[src/rtl/wb_scheduler_pkg.sv]
// Shared constants and request type for register-file write-back scheduling.
package wb_scheduler_pkg;

    localparam int REG_ADDR_W = 6;
    localparam int REG_NUM    = 64;
    localparam int ZERO_REG   = 0;
    localparam int DATA_W     = 32;
    localparam int CNT_W      = 7;
    localparam int QUERY_N    = 3;

    typedef struct packed {
        logic                  valid;
        logic [REG_ADDR_W-1:0] addr;
        logic [DATA_W-1:0]     data;
    } wb_req_t;

endpackage

[src/rtl/rr_arbiter.sv]
// Round-robin arbiter: one-hot grant searched from an internal pointer,
// pointer moves past the winner whenever a grant is taken.
module rr_arbiter #(
    parameter int N = 3
) (
    input  logic         clk,
    input  logic         rst,
    input  logic [N-1:0] req,
    input  logic         advance,
    output logic [N-1:0] grant
);

    localparam int PTR_W = (N > 1) ? $clog2(N) : 1;

    logic [PTR_W-1:0] ptr_q, ptr_d;
    logic [PTR_W-1:0] winner;
    logic             found;
    int               idx;

    // NOTE: every always_comb output gets a default first, so no path infers a latch.
    always_comb begin
        grant  = '0;
        winner = '0;
        found  = 1'b0;
        idx    = 0;
        for (int i = 0; i < N; i++) begin
            idx = (int'(ptr_q) + i) % N;
            if (!found && req[idx]) begin
                found      = 1'b1;
                grant[idx] = 1'b1;
                winner     = PTR_W'(idx);
            end
        end
        ptr_d = ptr_q;
        if (advance && found) begin
            ptr_d = (int'(winner) == N - 1) ? '0 : winner + PTR_W'(1);
        end
    end

    // NOTE: sequential state uses non-blocking assignments so all flops sample pre-edge values.
    always_ff @(posedge clk) begin
        if (rst) begin
            ptr_q <= '0;
        end else begin
            ptr_q <= ptr_d;
        end
    end

endmodule

[src/rtl/wb_scheduler.sv]
// Write-back scheduler: round-robin onto a single register-file write port,
// with a pending-destination scoreboard queried by issue for RAW/WAW stalls.
module wb_scheduler
    import wb_scheduler_pkg::*;
#(
    parameter int NREQ = 3,
    parameter bit FPU  = 1'b0
) (
    input  logic                          clk,
    input  logic                          rst,
    input  logic                          issue_valid,
    input  logic [REG_ADDR_W-1:0]         issue_rd,
    output logic                          issue_ready,
    input  logic [QUERY_N*REG_ADDR_W-1:0] query_addr,
    output logic [QUERY_N-1:0]            query_busy,
    input  logic [NREQ-1:0]               wb_valid,
    input  logic [NREQ*REG_ADDR_W-1:0]    wb_addr,
    input  logic [NREQ*DATA_W-1:0]        wb_data,
    output logic [NREQ-1:0]               wb_ready,
    output logic                          rf_we,
    output logic [REG_ADDR_W-1:0]         rf_waddr,
    output logic [DATA_W-1:0]             rf_wdata,
    output logic [CNT_W-1:0]              pending_cnt
);

    localparam logic [REG_ADDR_W-1:0] ZERO_ADDR = REG_ADDR_W'(ZERO_REG);

    wb_req_t               req [NREQ];
    logic [NREQ-1:0]       arb_req;
    logic [NREQ-1:0]       grant;
    logic                  grant_any;
    logic [REG_ADDR_W-1:0] win_addr;
    logic [DATA_W-1:0]     win_data;

    logic [REG_NUM-1:0]    pend_q, pend_d;
    logic [CNT_W-1:0]      cnt_q, cnt_d;
    logic                  rf_we_q, rf_we_d;
    logic [REG_ADDR_W-1:0] rf_waddr_q, rf_waddr_d;
    logic [DATA_W-1:0]     rf_wdata_q, rf_wdata_d;
    logic                  issue_set;
    logic                  wb_clear;

    always_comb begin
        for (int i = 0; i < NREQ; i++) begin
            req[i].valid = wb_valid[i];
            req[i].addr  = wb_addr[i*REG_ADDR_W +: REG_ADDR_W];
            req[i].data  = wb_data[i*DATA_W +: DATA_W];
            arb_req[i]   = req[i].valid & ~rst;
        end
    end

    rr_arbiter #(.N(NREQ)) u_arb (
        .clk     (clk),
        .rst     (rst),
        .req     (arb_req),
        .advance (grant_any),
        .grant   (grant)
    );

    assign grant_any = |grant;
    assign wb_ready  = grant;

    always_comb begin
        win_addr = '0;
        win_data = '0;
        for (int i = 0; i < NREQ; i++) begin
            if (grant[i]) begin
                win_addr = req[i].addr;
                win_data = req[i].data;
            end
        end
    end

    assign issue_ready = ~rst & ~pend_q[issue_rd];
    assign issue_set   = issue_valid & issue_ready & (FPU || (issue_rd != ZERO_ADDR));
    assign wb_clear    = rf_we_q & pend_q[rf_waddr_q];

    // Set is applied after clear so a new producer keeps ownership of the same register.
    always_comb begin
        pend_d = pend_q;
        if (wb_clear) pend_d[rf_waddr_q] = 1'b0;
        if (issue_set) pend_d[issue_rd] = 1'b1;
        cnt_d = cnt_q + CNT_W'(issue_set) - CNT_W'(wb_clear);

        rf_we_d    = grant_any & (FPU || (win_addr != ZERO_ADDR));
        rf_waddr_d = grant_any ? win_addr : rf_waddr_q;
        rf_wdata_d = grant_any ? win_data : rf_wdata_q;
    end

    always_comb begin
        query_busy = '0;
        for (int k = 0; k < QUERY_N; k++) begin
            query_busy[k] = pend_q[query_addr[k*REG_ADDR_W +: REG_ADDR_W]];
        end
    end

    // NOTE: pend_q is a flop vector rather than a RAM, so clearing it in reset is intended.
    always_ff @(posedge clk) begin
        if (rst) begin
            pend_q     <= '0;
            cnt_q      <= '0;
            rf_we_q    <= 1'b0;
            rf_waddr_q <= '0;
            rf_wdata_q <= '0;
        end else begin
            pend_q     <= pend_d;
            cnt_q      <= cnt_d;
            rf_we_q    <= rf_we_d;
            rf_waddr_q <= rf_waddr_d;
            rf_wdata_q <= rf_wdata_d;
        end
    end

    assign rf_we       = rf_we_q;
    assign rf_waddr    = rf_waddr_q;
    assign rf_wdata    = rf_wdata_q;
    assign pending_cnt = cnt_q;

`ifndef SYNTHESIS
    a_wb_to_pending: assert property (@(posedge clk) disable iff (rst)
        rf_we_q |-> pend_q[rf_waddr_q]);

    for (genvar g = 0; g < NREQ; g++) begin : g_proto
        a_hold_until_grant: assert property (@(posedge clk) disable iff (rst)
            (wb_valid[g] && !wb_ready[g]) |=>
            (wb_valid[g] && $stable(wb_addr[g*REG_ADDR_W +: REG_ADDR_W])
                         && $stable(wb_data[g*DATA_W +: DATA_W])));
    end
`endif

endmodule

[config.mk]
export PLATFORM = sky130hd
export DESIGN_NAME = wb_scheduler
export DESIGN_NICKNAME = d
export VERILOG_FILES = /design/src/rtl/wb_scheduler_pkg.sv /design/src/rtl/rr_arbiter.sv /design/src/rtl/wb_scheduler.sv
export SDC_FILE = /design/constraint.sdc
export NUM_CORES = 1
export LEC_CHECK = 0
export BUFFER_PORTS_ARGS = -buffer_cell sky130_fd_sc_hd__clkbuf_2
export CAP_MARGIN = 10
export CELL_PAD_IN_SITES_DETAIL_PLACEMENT = 1
export CELL_PAD_IN_SITES_GLOBAL_PLACEMENT = 1
export CORE_AREA = 2 2 136 138
export CTS_BUF_LIST = sky130_fd_sc_hd__clkbuf_8
export CTS_CLUSTER_DIAMETER = 200
export DETAILED_ROUTE_END_ITERATION = 6
export DIE_AREA = 0 0 138 140
export PLACE_DENSITY_LB_ADDON = 0.2
export SLEW_MARGIN = 40
export SYNTH_ARGS = -nofsm -noshare
export SYNTH_HDL_FRONTEND = slang
export SYNTH_SLANG_ARGS = --single-unit
[constraint.sdc]
create_clock -name clk -period 10.1 [get_ports clk]
set_clock_uncertainty 0.05 [all_clocks]
set_input_delay 2.02 -clock clk [delete_from_list [all_inputs] [get_ports clk]]
set_output_delay 2.02 -clock clk [all_outputs]
set_load 0.02 [all_outputs]
==> summary.txt <==
Status = completed
Crit path DAT = 4.63 ns
Htree depth = 3
Synth Net Count = 1001
Place WS = 3.43 ns
Total CTS buffers = 9
Number of fill cells = 2133
Hold crit path type = register to register
Worst-path clk slew = 0.09 ns
Placed insts = 1208
Switch Pwr = 933 uW
Synthesis Warnings = 0
Leak Pwr = 3.50 nW
Number of synthesized flops with an enable pin = 0
Clock power share = 13.2%
Sequential share of power = 31.8%
Post-synth top flop = dfxtp_1
Nets = 1147
Synthesis-stage register bit count = 112
PwrDens = 215 nW/um^2
Chip width = 138 um
Post-route DRC = 0
Final hold vios = 0
Vias in the first global route = 8330
Total gr overflow = 0
Share of layout cells above drive strength 1 = 31.9%
Port bufs = 196
Tcrit/Tclk final = 66.4%
Post_cts resized = 0
Synth cell types = 68
Required @ worst endpoint = 8.03 ns
Most frequent cells in the layout = clkbuf_2, dfxtp_1, o21ai_0
Crit path max fanout = 41
Die Y = 140 um
RSZ-0062 raised after global routing = false
Final antenna-violating net count = 0
Dominant cell type by area after synthesis = dfxtp_1
RePlAce Congestion = 0.923
Area delta synth->final = 15.8%
Syn Inst Count = 845
DR pass1 iterations = 5
Worst setup EP type = output pin
Detail Placement HPWL = 23600 um
Sink Count = 112
Post-CTS setup buffer count = 0
Die ar. = 19300 um^2
Vias/cell = 6.59
Clock Latency Late Sink = 0.39 ns
Net Sw Frac = 47.6%
Setup total negative slack = 0 ns
Final core occ = 51.4%
CTS max path bufs = 2
Worst-margin pin slew = 0.755 ns
Site Rows = 49
Int Pwr = 1.03 mW
Antenna cell count = 0
CTS tree = yes
Final Setup Violations = 0
Setup ws final = 3.40 ns
Critical path class = primary input to output pin
Core ar. = 17800 um^2
Synth top area share = 28.4%
Post-route non-filler standard cell count = 1225
Syn avg cell area = 9.33 um^2
IR drop worst, VDD = 0.138 mV
Fmax = 149 MHz
Worst Setup Start Kind = primary input
Slew Viols, Final = 0
Final instance area = 9130 um^2
Post-Syn Area = 7890 um^2
GRT Resource Usage Total = 31.5%
Commonest non-fill, non-tap cell in the layout = clkbuf_2
Antenna violations before repair = 0
Register area share after synthesis = 28.4%
Comb pwr share = 55.0%
Area post-placement = 8940 um^2
CTS root buf = clkbuf_8
Ports = 197
Synth area leaders = dfxtp_1, mux4_2, o21ai_0
Initial Utilization = 44.3%
Cts-stage hold buffer count = 0
Total number of vias = 8069
First-pass GRT wire length = 47600 um
Max-cap violations = 0
Starting DRT DRC Count = 730
Async S/R FF share, synth = 0%
Slew Limit Headroom = 49.0%
WL per Instance = 25.3 um
Post-route minimum period = 6.70 ns
DRT Wirelength = 30900 um
Largest net degree at the start of global routing = 42
==> per-layer routing <==
metal | track usage, % | vias up | wire [um]
li1 | - | 3603 | -
met1 | 38.2 | 3950 | 12000
met2 | 53.1 | 437 | 14800
met3 | 7.15 | 79 | 2750
met4 | 15.4 | 0 | 1400
met5 | 0 | - | 0
==> state kept, by name (all words and copies together), names as in the netlist <==
register and cells:
pend_q 64, rf_wdata 32, pending_cnt 7, rf_waddr 6, u_arb.ptr_q 2, rf_we 1
==> per-stage QoR <==
step | hold WS [ns] | power (mW)
after floorplan | 0.399 | 1.37
after global placement | 0.424 | 1.69
after detailed placement | 0.431 | 1.71
after CTS | 0.446 | 1.97
after global routing | 0.480 | 2.11
final | 0.444 | 1.96
==> worst max-delay path, stage by stage <==
cell and delay (ns):
clkbuf_2 0.08, buf_4 0.24, inv_2 0.47, buf_4 0.50
nand3_1 0.28, o21ai_2 0.11, buf_4 0.37, clkinv_1 0.30
clkbuf_2 0.23
==> path summary, 6_finish.rpt <==
check / startpoint / to / slack (ns) / cells past startpoint
setup / recovery: rst / wb_ready[1] / 3.40 / 9
hold / removal: rf_waddr[2] / rf_waddr[2] / 0.44 / 2
setup reg to reg: rf_waddr[1] / pending_cnt[6] / 5.26 / 20
hold reg to reg: rf_waddr[2] / rf_waddr[2] / 0.44 / 2
==> cells by family after synthesis <==
| kind of cell | synth area share [%] |
|---|---|
| AOI/OAI and AO/OA | 23.7 |
| xor gates and xnor gates | 0.555 |
| adders and majority gates | 2.00 |
| buffers and inverters | 4.82 |
| DFF | 28.4 |
| muxes | 26.1 |
| and+or+nand+nor | 14.4 |
==> Yosys cell counts (all sizes together) (6+ instances only) <==
| library cell | number |
|---|---|
| dfxtp | 112 |
| nand2 | 76 |
| inv | 21 |
| mux4 | 76 |
| mux2i | 25 |
| mux2 | 8 |
| nand3b | 7 |
| o311ai | 16 |
| nor3 | 9 |
| clkbuf | 46 |
| o211ai | 13 |
| a22oi | 6 |
| ha | 11 |
| a21oi | 82 |
| nor2 | 34 |
| o22ai | 10 |
| o21ai | 100 |
| nand2b | 14 |
| o221ai | 32 |
| buf | 25 |
| nand3 | 29 |
| nor4 | 7 |
| nor2b | 12 |
| a221o | 6 |
==> power groups by stage <==
stage,sequential (mW),clock [mW],combinational [mW]
after global placement,0.629,0,1.06
final,0.624,0.258,1.08
after global routing,0.636,0.284,1.19
after CTS,0.623,0.265,1.08
after floorplan,0.716,0,0.658
after detailed placement,0.632,0,1.07
==> layout make-up <==
cell class	count	area, um^2	area share [%]
Multi-Input combinational cell	639	5280	57.8
Sequential cell	112	2240	24.6
Timing Repair Buffer	206	1060	11.6
Tap cell	229	287	3.14
Clock buffer	10	138	1.51
Inverter	23	86.3	0.945
Clock inverter	6	42.5	0.466
Power figures use the tool's default switching activity.
